==> src/rtl/audio_pkg.sv <==
// Shared definitions for the audio/ADC front-end blocks.
package audio_pkg;

    localparam int unsigned N_DEFAULT = 10;
    localparam int unsigned CMD_BITS  = 4;

    typedef enum logic [2:0] {
        IDLE,
        CMD,
        NULL,
        MSB,
        LSB,
        TAIL
    } spi_resp_state_t;

endpackage

==> src/rtl/sync_edge.sv <==
// Multi-flop synchronizer with registered rise/fall pulses; level output is
// delayed one cycle so it stays aligned with the edge pulses.
module sync_edge #(
    parameter int unsigned STAGES    = 2,
    parameter logic        RESET_VAL = 1'b0
) (
    input  logic clk_i,
    input  logic reset_i,
    input  logic d_i,
    output logic level_o,
    output logic rise_o,
    output logic fall_o
);

    logic [STAGES-1:0] sync_q;
    logic              prev_q;
    logic              rise_q;
    logic              fall_q;

    always_ff @(posedge clk_i) begin
        if (reset_i) begin
            sync_q <= {STAGES{RESET_VAL}};
            prev_q <= RESET_VAL;
            rise_q <= 1'b0;
            fall_q <= 1'b0;
        end else begin
            sync_q <= STAGES'({sync_q, d_i});
            prev_q <= sync_q[STAGES-1];
            rise_q <= sync_q[STAGES-1] & ~prev_q;
            fall_q <= ~sync_q[STAGES-1] & prev_q;
        end
    end

    assign level_o = prev_q;
    assign rise_o  = rise_q;
    assign fall_o  = fall_q;

endmodule

==> src/rtl/mcp3008_responder.sv <==
// SPI device-side emulation of an MCP3008 ADC: decodes start/command bits,
// latches the selected channel and returns null + MSB-first + LSB-first tail.
module mcp3008_responder
    import audio_pkg::*;
#(
    parameter int unsigned N           = N_DEFAULT,
    parameter int unsigned CHANNELS    = 8,
    parameter int unsigned SYNC_STAGES = 2
) (
    input  logic                         clk,
    input  logic                         reset,
    input  logic                         sclk,
    input  logic                         cs_n,
    input  logic                         mosi,
    output logic                         miso,
    output logic                         miso_oe,
    input  logic [CHANNELS-1:0][N-1:0]   ch_data,
    output logic [2:0]                   ch_sel,
    output logic                         sgl_diff,
    output logic                         conv_strobe,
    output logic                         busy
);

    localparam int unsigned        CNT_W    = $clog2(N);
    localparam logic [CNT_W-1:0]   LAST     = CNT_W'(N - 1);
    localparam logic [CNT_W-1:0]   CMD_LAST = CNT_W'(CMD_BITS - 1);

    logic sclk_rise, sclk_fall, sclk_level_unused;
    logic cs_s, cs_rise, cs_fall_unused;
    logic mosi_s, mosi_rise_unused, mosi_fall_unused;

    sync_edge #(.STAGES(SYNC_STAGES), .RESET_VAL(1'b0)) u_sync_sclk (
        .clk_i   (clk),
        .reset_i (reset),
        .d_i     (sclk),
        .level_o (sclk_level_unused),
        .rise_o  (sclk_rise),
        .fall_o  (sclk_fall)
    );

    sync_edge #(.STAGES(SYNC_STAGES), .RESET_VAL(1'b1)) u_sync_cs (
        .clk_i   (clk),
        .reset_i (reset),
        .d_i     (cs_n),
        .level_o (cs_s),
        .rise_o  (cs_rise),
        .fall_o  (cs_fall_unused)
    );

    sync_edge #(.STAGES(SYNC_STAGES), .RESET_VAL(1'b0)) u_sync_mosi (
        .clk_i   (clk),
        .reset_i (reset),
        .d_i     (mosi),
        .level_o (mosi_s),
        .rise_o  (mosi_rise_unused),
        .fall_o  (mosi_fall_unused)
    );

    spi_resp_state_t  state_q, state_d;
    logic [CNT_W-1:0] cnt_q, cnt_d;
    logic [N-1:0]     shreg_q, shreg_d;
    logic [2:0]       cmd_q, cmd_d;
    logic             miso_q, miso_d;
    logic             oe_q, oe_d;
    logic [2:0]       ch_sel_q, ch_sel_d;
    logic             sgl_q, sgl_d;
    logic             strobe_q, strobe_d;

    logic [3:0]       cmd_word;
    logic [N-1:0]     sel_data;

    // Full command once the current rise's bit is appended: {SGL/DIFF, D2, D1, D0}.
    assign cmd_word = {cmd_q, mosi_s};

    always_comb begin
        sel_data = '0;
        for (int unsigned i = 0; i < CHANNELS; i++) begin
            if (32'(cmd_word[2:0]) == i) begin
                sel_data = ch_data[i];
            end
        end
    end

    always_ff @(posedge clk) begin
        if (reset) begin
            state_q  <= IDLE;
            cnt_q    <= '0;
            shreg_q  <= '0;
            cmd_q    <= '0;
            miso_q   <= 1'b0;
            oe_q     <= 1'b0;
            ch_sel_q <= '0;
            sgl_q    <= 1'b0;
            strobe_q <= 1'b0;
        end else begin
            state_q  <= state_d;
            cnt_q    <= cnt_d;
            shreg_q  <= shreg_d;
            cmd_q    <= cmd_d;
            miso_q   <= miso_d;
            oe_q     <= oe_d;
            ch_sel_q <= ch_sel_d;
            sgl_q    <= sgl_d;
            strobe_q <= strobe_d;
        end
    end

    always_comb begin
        state_d  = state_q;
        cnt_d    = cnt_q;
        shreg_d  = shreg_q;
        cmd_d    = cmd_q;
        miso_d   = miso_q;
        oe_d     = oe_q;
        ch_sel_d = ch_sel_q;
        sgl_d    = sgl_q;
        strobe_d = 1'b0;

        // Chip-select release wins over any SCLK edge in the same cycle.
        if (cs_rise) begin
            state_d = IDLE;
            oe_d    = 1'b0;
            miso_d  = 1'b0;
            cnt_d   = '0;
        end else begin
            case (state_q)
                IDLE: begin
                    oe_d   = 1'b0;
                    miso_d = 1'b0;
                    if (sclk_rise && !cs_s && mosi_s) begin
                        state_d = CMD;
                        cnt_d   = '0;
                    end
                end
                CMD: begin
                    if (sclk_rise) begin
                        cmd_d = cmd_word[2:0];
                        cnt_d = cnt_q + 1'b1;
                        if (cnt_q == CMD_LAST) begin
                            sgl_d    = cmd_word[3];
                            ch_sel_d = cmd_word[2:0];
                            shreg_d  = sel_data;
                            strobe_d = 1'b1;
                            state_d  = NULL;
                        end
                    end
                end
                NULL: begin
                    if (sclk_fall) begin
                        oe_d    = 1'b1;
                        miso_d  = 1'b0;
                        cnt_d   = LAST;
                        state_d = MSB;
                    end
                end
                MSB: begin
                    if (sclk_fall) begin
                        miso_d = shreg_q[cnt_q];
                        if (cnt_q == '0) begin
                            cnt_d   = CNT_W'(1);
                            state_d = LSB;
                        end else begin
                            cnt_d = cnt_q - 1'b1;
                        end
                    end
                end
                LSB: begin
                    if (sclk_fall) begin
                        miso_d = shreg_q[cnt_q];
                        if (cnt_q == LAST) begin
                            state_d = TAIL;
                        end else begin
                            cnt_d = cnt_q + 1'b1;
                        end
                    end
                end
                TAIL: begin
                    if (sclk_fall) begin
                        miso_d = 1'b0;
                    end
                end
                default: begin
                    state_d = IDLE;
                end
            endcase
        end
    end

    assign miso        = miso_q;
    assign miso_oe     = oe_q;
    assign ch_sel      = ch_sel_q;
    assign sgl_diff    = sgl_q;
    assign conv_strobe = strobe_q;
    assign busy        = (state_q != IDLE);

endmodule

==> config.mk <==
export PLATFORM = sky130hd
export DESIGN_NAME = mcp3008_responder
export DESIGN_NICKNAME = d
export VERILOG_FILES = /design/src/rtl/audio_pkg.sv /design/src/rtl/sync_edge.sv /design/src/rtl/mcp3008_responder.sv
export SDC_FILE = /design/constraint.sdc
export NUM_CORES = 1
export LEC_CHECK = 0
export CORE_ASPECT_RATIO = 1.5
export CORE_MARGIN = 4
export CORE_UTILIZATION = 50
export DETAILED_ROUTE_END_ITERATION = 8
export DONT_BUFFER_PORTS = 1
export HOLD_SLACK_MARGIN = 0.08
export PLACE_DENSITY = 0.66
export SYNTH_ARGS = -nofsm -noshare
export SYNTH_HDL_FRONTEND = slang
export SYNTH_SLANG_ARGS = --single-unit
==> constraint.sdc <==
create_clock -name clk -period 2.35 [get_ports clk]
set_input_delay 0.235 -clock clk [delete_from_list [all_inputs] [get_ports clk]]
set_output_delay 0.235 -clock clk [all_outputs]
set_load 0.005 [all_outputs]
-- Yosys cells after proc, flatten, opt, wreduce, memory -nomap -nowiden
Index checks and enable logic that the tools add are counted.
- register bits after elaboration: 39
- input bits: 85
- output and inout bits: 8
- word-level logic and storage cells: 109
- add/subtract/negate cells: 2
- order comparisons: 1
- equal/unequal tests: 25
- mux-type cells: 33
- bitwise logic cells: 10
- reduce and logical (&&, ||, !) cells: 20
- operators with widths (kind ; count):
    $mux W10 ; 8
    $mux W4 ; 7
    $mux W3 ; 8
    $pmux W4 S5 ; 1
    $eq A3 B3 Y1 const B ; 6
    $pmux W3 S6 ; 1
    $eq A3 B2 Y1 const B ; 4
    $ne A2 B1 Y1 const B ; 6
    $ne A2 B2 Y1 const B ; 5
    $reduce_and A9 Y1 ; 1
    $not A1 Y1 ; 7
    $reduce_and A7 Y1 ; 1
    $eq A3 B1 Y1 const B ; 2
    $logic_not A3 Y1 ; 2
    $reduce_and A3 Y1 ; 2
    $reduce_bool A3 Y1 ; 2
    $reduce_or A2 Y1 ; 3
    $lt A4 B5 Y1 const B ; 1
    $mux W1 ; 5
    $reduce_bool A5 Y1 ; 1
    $add A4 B1 Y4 const B ; 1
    $bmux W1 S4 ; 1
    $eq A4 B2 Y1 const B ; 1
    $eq A4 B4 Y1 const B ; 1
    other kinds (11) ; 14

-- Depth between registers and ports, before layout
Gate-level depths: netlist of the first run.
- depth after elaboration: 9
- depth in mapped cells: 8
- depth with buffers taken out: 7

-- Modules after synthesis
A second synthesis of the first run with hierarchy kept.
- cell total of the unflattened synthesis: 297
- area total of the unflattened synthesis: 2494.9 µm²
- modules (own cells, without submodules) (module ; times used ; cells an instance ; area each (µm²) ; sequential area each (µm²)):
    mcp3008_responder ; 1 ; 267 ; 2093.3 ; 540.5
    sync_edge ; 3 ; 10 ; 133.9 ; 100.1

-- Least setup slack after synthesis of the first run
OpenSTA, ideal clock, no wires.
- path kind: register to register
- start: register cnt_q[0]
- end: register state_q[1]
- library setup time: 117 ps
- arrival time: 1594 ps
- required time: 2233 ps
- path slack: 639 ps
- cell stages (with the launch flop): 8
- path buffers: 1
- period minus slack after synthesis: 1711 ps
- cell sequence: dfxtp_1 > clkbuf_1 > inv_1 > ha_1 > and2_1 > a2bb2oi_1 > o21ai_1 > a32o_1
- longest elaborated chain between the ends: 3
- elaborated cells between the ends (all ways): 7
- those cells by class: eq/ne: 5; reduce/logical: 2
- ends and longest elaborated chain (item ; RTL line ; text):
    from (decl) ; mcp3008_responder.sv:60 ; logic [CNT_W-1:0] cnt_q, cnt_d;
    from (signal assigned) ; mcp3008_responder.sv:97 ; cnt_q <= cnt_d;
    $eq A4 B4 Y1, or another cell as far along ; mcp3008_responder.sv:170 ; if (cnt_q == LAST) begin
    $ne A2 B2 Y1 (no source line) ; -- ;
    $reduce_and A9 Y1 (no source line) (*) ; -- ;
    to (signal assigned) ; mcp3008_responder.sv:96 ; state_q <= state_d;
    to (decl) ; mcp3008_responder.sv:59 ; spi_resp_state_t state_q, state_d;
Every way passes the cells marked *; elsewhere a longest branch is shown, timed or not.
A chain may end at the register's enable or synchronous reset.

-- Worst setup path after layout of the first run
- start: register state_q[0]
- end: register shreg_q[1]
- longest elaborated chain between the ends: 2
- ends and longest elaborated chain (item ; RTL line ; text):
    $eq A3 B1 Y1 ; mcp3008_responder.sv:126 ; case (state_q)
    $reduce_and A4 Y1 (no source line) ; -- ;
    to (signal assigned) ; mcp3008_responder.sv:98 ; shreg_q <= shreg_d;
    to (decl) ; mcp3008_responder.sv:61 ; logic [N-1:0] shreg_q, shreg_d;
No other way between the ends.

==> results of run 1 <==
final timing paths:
| kind | from | to | slack [ps] |
|---|---|---|---|
| worst min-delay path | reset | shreg_q[6]$_SDFFE_PP0P_ | 190 |
| worst min register to register | u_sync_sclk.level_o$_SDFF_PP0_ | u_sync_sclk.rise_o$_SDFF_PP0_ | 410 |
| worst max register to register | state_q[0]$_SDFFE_PP0P_ | shreg_q[1]$_SDFFE_PP0P_ | 360 |
| worst max-delay path | state_q[0]$_SDFFE_PP0P_ | shreg_q[1]$_SDFFE_PP0P_ | 360 |
cell families (layout without fill, tap and decap cells):
family | after synthesis | after routing | synth area share, %
muxes | 23 | 23 | 9.985
AOI/OAI and AO/OA | 99 | 99 | 26.29
buffers and inverters | 32 | 23 | 5.335
adders and majority gates | 3 | 3 | 1.469
and+or+nand+nor | 125 | 125 | 26.38
DFF | 39 | 39 | 30.54
registers in the layout, indices dropped and copies added, names as in the netlist, 2 cells and up:
name                flops
cnt_q                   4
ch_sel                  3
u_sync_mosi.sync_q      2
cmd_q                   3
u_sync_sclk.sync_q      2
state_q                 3
shreg_q                10
u_sync_cs.sync_q        2
area by class of cell:
class | count | area (um^2) | share of cell area [%]
multi-input combinational | 250 | 1639 | 59.74
sequential | 39 | 782.0 | 28.50
tap | 66 | 82.58 | 3.010
clock inverter | 2 | 60.06 | 2.189
clock buffer | 6 | 72.57 | 2.645
timing repair buffer | 11 | 92.59 | 3.374
inverter | 4 | 15.01 | 0.5472
what timing repair did:
action | CTS | global route
endpoints found under the hold margin | 20 | 0
setup buffers | 0 | 0
hold buffers | 4 | 0
metrics by stage:
| stage | area [um^2] | instances | total power, W | setup slack (ps) | utilization, % |
|---|---|---|---|---|---|
| 2_1_floorplan | 2556 | 321 | 0.0007520 | 638.8 | - |
| 3_3_place_gp | 2571 | 366 | 0.0007560 | 430.8 | 52.61 |
| 3_5_place_dp | 2571 | 366 | 0.0007569 | 372.5 | 52.61 |
| 4_1_cts | 2744 | 378 | 0.001423 | 347.5 | 56.14 |
| 5_1_grt | 2744 | 378 | 0.001457 | 196.5 | 56.14 |
| 6_report | 2744 | 378 | 0.001409 | 358.4 | 56.14 |
metal layers:
metal | track usage [%] | vias to the layer above | wire, um
met1 | 22.62 | 1008 | 2339
met2 | 38.19 | 102 | 3344
met5 | 0 | - | 0
li1 | - | 1145 | -
met3 | 4.717 | 12 | 466
met4 | 8.814 | 0 | 142
placed cells by master, fill, tap and decap left out, types with 3 or more instances in the layout:
master         count
nand2b_1          11
or2_2              5
o21ai_0            9
mux2i_1           21
a32o_1            10
nor2b_1           22
nand4_1            4
dfxtp_1           38
nor2_1            38
nand2_1           23
clkbuf_8           5
a21oi_1           33
nand3_1            4
dlygate4sd3_1      4
buf_4              7
ha_1               3
o21a_1            12
inv_1              4
o22ai_1           11
nor3b_1            3
o32ai_1            9
power by group:
part	internal [W]	total (W)	switching, W
sequential	0.000667	0.000671	0.00000362
combinational	0.0000411	0.0000802	0.0000390
clock	0.000424	0.000658	0.000233
total	0.00113	0.00141	0.000276
worst reg2reg max path, stage by stage (launching register included):
cell,delay (ps)
dfxtp_1,590
nand2b_4,120
nor4b_4,450
nand3_4,280
nor2_4,290
a32o_1,210
==> flow_metrics.env, run 1 <==
export IMPL_gp_congestion=0.8977
export IMPL_grt_usage_pct=20.91
export IMPL_hp_class="input port to flip-flop"
export IMPL_async_flop_share_pct=0
export IMPL_synthCells=321
export IMPL_route_antenna_remaining_nets=0
export IMPL_wire_per_inst_um=16.65
export IMPL_r2r_worst_path_cells=5
export IMPL_cts_buffer_depth=2
export IMPL_ir_worst_vdd_v=0.0002549
export IMPL_chipWidth_um=66.38
export IMPL_relSlewSlack_pct=51.20
export IMPL_slowest_stage="dfxtp_1"
export IMPL_ys_seq_area_share_pct=30.54
export IMPL_fin_crit_sh_pct=84.75
export IMPL_cts_made_buffers=5
export IMPL_drt_first_pass_iters=4
export IMPL_coreArea_um2=4887
export IMPL_worst_path_max_fanout=16
export IMPL_path_cells="nand2b_4 > nor4b_4 > nand3_4 > nor2_4 > a32o_1"
export IMPL_slew_violations=0
export IMPL_cts_tree="done"
export IMPL_synth_most_common_cell="dfxtp_1"
export IMPL_hold_viol=0
export IMPL_ys_types=48
export IMPL_dpl_hpwl_um=4852
export IMPL_overflow=0
export IMPL_synthTopCellsByArea="dfxtp_1 31%, mux2i_1 8.2%, a21oi_1 6.5%"
export IMPL_clkTransAtPathRegs_ps=80
export IMPL_timing_fmax_mhz=502.1
export IMPL_yosysWarnings=0
export IMPL_path_class="flip-flop to flip-flop"
export IMPL_nets=399
export IMPL_drive_gt1_share_pct=8.974
export IMPL_fill_cells=502
export IMPL_vias=2267
export IMPL_whs_ps=187.6
export IMPL_synth_flop_cell="dfxtp_1"
export IMPL_setup_violations=0
export IMPL_via_per_inst=5.997
export IMPL_syn_area_um2=2556
export IMPL_synth_common_cells="39 x dfxtp_1, 38 x nor2_1, 33 x a21oi_1"
export IMPL_portBuffers=0
export IMPL_cp_top_family="simple AND/OR/NAND/NOR gates"
export IMPL_worst_ep_required_time_ps=2580
export IMPL_die_area_um2=6344
export IMPL_min_period_ps=1992
export IMPL_leakagePower_nw=0.9288
export IMPL_post_cts_resized=0
export IMPL_cap_viol_max_count=0
export IMPL_status="finished clean"
export IMPL_synth_edf_count=0
export IMPL_antenna_found_initial=0
export IMPL_drt_iter0_markers=175
export IMPL_cp_data_arrival_time_ps=2220
export IMPL_clock_skew_final_ps=4.644
export IMPL_area_growth_pct=7.342
export IMPL_clock_latency_ps=290
export IMPL_wirelength_um=6292
export IMPL_startpoint_type="flip-flop"
export IMPL_h_tree_depth=2
export IMPL_setup_tns_final_ps=0
export IMPL_slowest_delay_ps=590
export IMPL_syn_num_nets=409
export IMPL_cp_end_kind="flip-flop"
export IMPL_whs_path_depth=2
export IMPL_diodes=0
export IMPL_drcViolationCount=0
export IMPL_die_h_um=95.57
export IMPL_ys_ff_latch=39
export IMPL_grt_pass1_wl_um=10230
export IMPL_cts_sinks=39
export IMPL_worst_pin_slew_ps=729.6
export IMPL_p_per_area_nw_per_um2=513.5
export IMPL_crit_cells=5
export IMPL_grt_pass1_vias=2192
export IMPL_root_buffer="clkbuf_8"
export IMPL_avgSynthCellArea_um2=7.963
export IMPL_synth_top_area_share_pct=30.54
export IMPL_yosys_area_top_type="dfxtp_1"
export IMPL_num_rows=31
export IMPL_rsz0062_at_grt="no"
export IMPL_path_buf_inv=0
export IMPL_grt_max_degree=44
export IMPL_start_util_pct=52.30
export IMPL_num_io_pins=93
No activity file was read; power rests on OpenSTA's default activity.
==> run 2: changes to the inputs <==
Settings changed: ABC_AREA set to 1, PLACE_DENSITY 0.66 to 0.69.
Clock period 2.35 ns to 1.8 ns, I/O delays scaled along.
==> flow_metrics.env, run 2 <==
export IMPL_grt_max_degree=31
export IMPL_grt_pass1_vias=2356
export IMPL_r2r_setup_slack_ps=210
export IMPL_ir_worst_vdd_v=0.0003764
export IMPL_grt_pass1_wl_um=10700
export IMPL_timing_fmax_mhz=630.7
export IMPL_leakagePower_nw=1.209
export IMPL_clock_skew_final_ps=9.423
export IMPL_worst_slack_ps=214.4
export IMPL_worst_path_max_fanout=11
export IMPL_cts_made_buffers=5
export IMPL_whs_path_depth=2
export IMPL_root_buffer="clkbuf_8"
export IMPL_utilization_pct=55.98
export IMPL_min_period_ps=1586
export IMPL_die_h_um=94.02
export IMPL_place_ws_ps=92.09
export IMPL_via_per_inst=5.529
export IMPL_largest_register="shreg_q"
export IMPL_synth_top_area_share_pct=31.66
export IMPL_avgSynthCellArea_um2=6.243
export IMPL_coreArea_um2=4810
export IMPL_ys_types=26
export IMPL_worst_pin_slew_ps=547.0
export IMPL_diodes=0
export IMPL_yosysWarnings=0
export IMPL_yosys_area_top_type="dfxtp_1"
export IMPL_fin_crit_sh_pct=88.09
export IMPL_p_per_area_nw_per_um2=585.5
export IMPL_h_tree_depth=2
export IMPL_ys_seq_area_share_pct=31.66
export IMPL_wirelength_um=6442
export IMPL_area_growth_pct=9.183
export IMPL_synthCells=395
export IMPL_route_antenna_remaining_nets=0
export IMPL_nets=486
export IMPL_grt_usage_pct=22.01
export IMPL_whs_ps=89.62
export IMPL_syn_area_um2=2466
export IMPL_top_regs="shreg_q: 10 flops, cnt_q: 4 flops"
export IMPL_cts_buffer_depth=2
export IMPL_clkTransAtPathRegs_ps=80
export IMPL_largest_reg_flops=10
export IMPL_vias=2571
export IMPL_setup_violations=0
export IMPL_drcViolationCount=0
export IMPL_path_class="flip-flop to flip-flop"
export IMPL_drt_iter0_markers=218
export IMPL_cts_sinks=39
export IMPL_overflow=0
export IMPL_hp_class="input port to flip-flop"
export IMPL_ys_ff_latch=39
export IMPL_synth_edf_count=0
export IMPL_relSlewSlack_pct=63.42
export IMPL_setup_tns_final_ps=0
export IMPL_die_area_um2=6143
export IMPL_fill_cells=511
export IMPL_syn_num_nets=483
export IMPL_gp_congestion=0.9060
export IMPL_drive_gt1_share_pct=10.03
export IMPL_cap_viol_max_count=0
export IMPL_worstReg2RegEnd="state_q[2]$_SDFFE_PP0P_"
export IMPL_async_flop_share_pct=0
export IMPL_dpl_hpwl_um=4987
export IMPL_hold_path_end="shreg_q[0]$_SDFFE_PP0P_"
export IMPL_synth_common_cells="85 x nand2_1, 52 x nor2_1, 46 x inv_1"
export IMPL_cts_setup_buffers=0
export IMPL_cp_end_kind="flip-flop"
export IMPL_cts_tree="done"
export IMPL_synthTopCellsByArea="dfxtp_1 32%, nand2_1 13%, nor2_1 7.9%"
export IMPL_wire_per_inst_um=13.85
export IMPL_worst_ep_required_time_ps=1970
export IMPL_startpoint_type="flip-flop"
export IMPL_chipWidth_um=65.34
export IMPL_synth_most_common_cell="nand2_1"
export IMPL_clock_latency_ps=290
export IMPL_status="finished clean"
export IMPL_antenna_found_initial=0
export IMPL_rsz0062_at_grt="no"
export IMPL_cp_data_arrival_time_ps=1760
export IMPL_hold_viol=0
export IMPL_hp_start="ch_data[70]"
export IMPL_r2r_worst_path_cells=8
export IMPL_start_util_pct=51.27
export IMPL_portBuffers=0
export IMPL_synth_flop_cell="dfxtp_1"
export IMPL_drt_first_pass_iters=4
export IMPL_slew_violations=0
export IMPL_mostFrequentLayoutCell="nand2_1"
export IMPL_num_io_pins=93
export IMPL_rr_startpoint="cnt_q[0]$_SDFFE_PP0P_"
export IMPL_num_rows=31
export IMPL_layout_common_cells="85 x nand2_1, 51 x nor2_1, 45 x inv_1, 37 x nand3_1, 37 x dfxtp_1"
run 2: layer usage:
metal	track usage, %	vias up	part of all wire, %
met5	0	-	0
met4	7.785	0	2.4
met3	3.593	11	5.8
met2	39.48	98	52
met1	25.91	1159	39
li1	-	1303	-
run 2: logic make-up after synthesis:
family                   synth area share (%)
flip-flops                              31.66
XOR/XNOR                               0.7104
adder cells (fa/ha/maj)                 1.522
AND/OR/NAND/NOR                         40.94
AO/OA/AOI/OAI                           13.55
buffers and inverters                   11.62
run 2: critical path: stages, from the launching register on:
cell,delay (ps)
dfxtp_2,450
ha_1,240
inv_1,100
nor2_1,120
a31oi_1,130
nor3_4,200
nand2_2,90
nand2_1,70
a21oi_1,60
run 2: timing repair:
action / CTS / global route
resized for setup: 0 / 4
hold buffers: 4 / 0
endpoints found under the setup margin: 0 / 7
endpoints found under the hold margin: 16 / 0
run 2: through the flow:
stage,instances,total power (W),cell area [um^2]
after detailed placement,453,0.0009839,2555
after floorplan,395,0.0009622,2466
after global routing,465,0.001646,2693
final,465,0.001576,2693
after CTS,465,0.001591,2688
after global placement,453,0.0009830,2555
run 2: how the worst max path moves through the flow:
stage / depth (start not counted) / slack, ps / start / endpoint
after floorplan: 10 / 280 / cnt_q[0]$_SDFFE_PP0P_ / state_q[2]$_SDFFE_PP0P_
after global placement: 8 / 180 / cnt_q[0]$_SDFFE_PP0P_ / state_q[2]$_SDFFE_PP0P_
after detailed placement: 8 / 90 / cnt_q[0]$_SDFFE_PP0P_ / state_q[2]$_SDFFE_PP0P_
after CTS: 8 / 80 / cnt_q[0]$_SDFFE_PP0P_ / state_q[2]$_SDFFE_PP0P_
after global routing: 9 / 7 / cnt_q[0]$_SDFFE_PP0P_ / state_q[0]$_SDFFE_PP0P_
final: 8 / 210 / cnt_q[0]$_SDFFE_PP0P_ / state_q[2]$_SDFFE_PP0P_
run 2: power breakdown:
group	internal (W)	switching, W	leakage, nW
Clock	0.000277	0.000325	0.0408
Combinational	0.0000384	0.0000616	0.852
Sequential	0.000871	0.00000299	0.317
Total	0.00119	0.000390	1.21
run 2: final cells by class:
| class | count | area (um^2) | area share [%] |
|---|---|---|---|
| Multi-Input combinational cell | 287 | 1406 | 52.23 |
| Timing Repair Buffer | 13 | 132.6 | 4.926 |
| Sequential cell | 39 | 783.3 | 29.09 |
| Clock buffer | 5 | 68.82 | 2.556 |
| Clock inverter | 3 | 23.77 | 0.8829 |
| Inverter | 52 | 195.2 | 7.249 |
| Tap cell | 66 | 82.58 | 3.067 |
==> run 3: changes to the inputs <==
Settings changed: CORE_UTILIZATION 50 to 57, PLACE_DENSITY 0.69 to 0.76.
==> flow_metrics.env, run 3 (synthesis results as in run 2) <==
export IMPL_ir_worst_vdd_v=0.0005170
export IMPL_clock_skew_final_ps=7.664
export IMPL_worst_path_max_fanout=16
export IMPL_fin_crit_sh_pct=89.05
export IMPL_largest_register="shreg_q"
export IMPL_setup_tns_final_ps=0
export IMPL_min_period_ps=1603
export IMPL_p_per_area_nw_per_um2=589.5
export IMPL_clock_latency_ps=290
export IMPL_root_buffer="clkbuf_8"
export IMPL_post_dp_cell_area_um2=2502
export IMPL_clkTransAtPathRegs_ps=80
export IMPL_stdcell_count=443
export IMPL_path_class="flip-flop to flip-flop"
export IMPL_nets=484
export IMPL_via_per_inst=5.833
export IMPL_worst_ep_required_time_ps=1980
export IMPL_cts_buffer_depth=2
export IMPL_setup_violations=0
export IMPL_start_util_pct=58.59
export IMPL_drt_iter0_markers=134
export IMPL_gp_congestion=0.9988
export IMPL_status="finished clean"
export IMPL_portBuffers=0
export IMPL_diodes=0
export IMPL_drt_first_pass_iters=4
export IMPL_cts_sinks=39
export IMPL_cp_data_arrival_time_ps=1790
export IMPL_route_antenna_remaining_nets=0
export IMPL_overflow=0
export IMPL_area_growth_pct=6.697
export IMPL_top_regs="shreg_q: 10 flops, cnt_q: 4 flops"
export IMPL_drive_gt1_share_pct=8.816
export IMPL_fin_area_um2=2631
export IMPL_cts_tree="done"
export IMPL_dp_cells=431
export IMPL_mostFrequentLayoutCell="nand2_1"
export IMPL_worst_pin_slew_ps=525.5
export IMPL_timing_fmax_mhz=623.9
export IMPL_chipWidth_um=61.71
export IMPL_fill_cells=424
export IMPL_layout_common_cells="85 x nand2_1, 51 x nor2_1, 46 x inv_1, 38 x dfxtp_1, 37 x nand3_1"
export IMPL_die_area_um2=5465
export IMPL_grt_pass1_vias=2464
export IMPL_cap_viol_max_count=0
export IMPL_grt_pass1_wl_um=10720
export IMPL_drcViolationCount=0
export IMPL_rsz0062_at_grt="no"
export IMPL_startpoint_type="flip-flop"
export IMPL_slew_violations=0
export IMPL_relSlewSlack_pct=64.85
export IMPL_hold_viol=0
export IMPL_antenna_found_initial=0
export IMPL_cts_made_buffers=5
export IMPL_whs_ps=85.92
export IMPL_dpl_hpwl_um=5053
export IMPL_coreArea_um2=4209
export IMPL_grt_max_degree=32
export IMPL_leakagePower_nw=1.191
export IMPL_grt_usage_pct=26.23
export IMPL_h_tree_depth=2
export IMPL_wire_per_inst_um=14.84
export IMPL_wirelength_um=6575
export IMPL_die_h_um=88.56
export IMPL_num_io_pins=93
export IMPL_cp_end_kind="flip-flop"
export IMPL_largest_reg_flops=10
export IMPL_num_rows=29
export IMPL_hp_class="input port to flip-flop"
export IMPL_vias=2584
run 3: cell types whose count changed in the layout (fill, tap and decap cells not counted):
cell | before | now
clkinv_2 | 0 | 1
inv_2 | 6 | 5
dfxtp_2 | 2 | 1
inv_1 | 45 | 46
dfxtp_1 | 37 | 38
clkinvlp_4 | 2 | 1
buf_4 | 7 | 6
clkbuf_1 | 0 | 1
buf_12 | 2 | 1
inv_6 | 1 | 0
run 3: area by class of cell:
class | count | area, um^2 | area share (%)
Clock buffer | 6 | 72.57 | 2.758
Sequential cell | 39 | 782.0 | 29.72
Clock inverter | 2 | 12.51 | 0.4755
Tap cell | 46 | 57.56 | 2.187
Multi-Input combinational cell | 287 | 1406 | 53.45
Timing Repair Buffer | 11 | 105.1 | 3.994
Inverter | 52 | 195.2 | 7.418
run 3: what timing repair did:
| action | in CTS | in global routing |
|---|---|---|
| hold buffers | 4 | 0 |
| buffers inserted | 0 | 0 |
| endpoints found under the setup margin | 0 | 7 |
| hold endpoints to repair | 16 | 0 |
| resized for setup | 0 | 2 |
run 3: through the flow:
stage          total power (W)  setup slack (ps)  utilization, %
2_1_floorplan        0.0009622             278.3               -
3_3_place_gp         0.0009809             181.2           59.45
3_5_place_dp         0.0009826             106.3           59.45
4_1_cts               0.001560             85.65           62.43
5_1_grt               0.001625             26.64           62.51
6_report              0.001551             197.2           62.51
run 3: path summary, 6_finish.rpt:
path,cells past startpoint,slack [ps],start,end
worst min register to register,2,400,u_sync_sclk.sync_q[0]$_SDFF_PP0_,u_sync_sclk.sync_q[1]$_SDFF_PP0_
worst min-delay path,2,90,ch_data[70],shreg_q[0]$_SDFFE_PP0P_
worst max register to register,9,200,cmd_q[0]$_SDFFE_PP0P_,shreg_q[0]$_SDFFE_PP0P_
worst max-delay path,9,200,cmd_q[0]$_SDFFE_PP0P_,shreg_q[0]$_SDFFE_PP0P_
run 3: metal layers:
| layer | GRT usage (%) | vias to the layer above | routed length (um) |
|---|---|---|---|
| met4 | 17.76 | 0 | 321 |
| li1 | - | 1304 | - |
| met1 | 30.04 | 1159 | 2514 |
| met3 | 5.547 | 19 | 384 |
| met5 | 0 | - | 0 |
| met2 | 42.33 | 102 | 3355 |
run 3: report_power, final:
group          switching (W)  total (W)  leakage (nW)  internal (W)
Sequential        0.00000274   0.000874         0.316      0.000871
Combinational      0.0000635   0.000100         0.834     0.0000369
Clock               0.000306   0.000577        0.0412      0.000271
run 3: critical path: stages, from the launching register on:
cell and delay, ps:
dfxtp_1 480, inv_2 200, nand3_1 120, clkinv_1 250, nand2_1 130, nand2_1 60
inv_1 50, nand4_1 80, nand2_1 70, a21oi_1 50
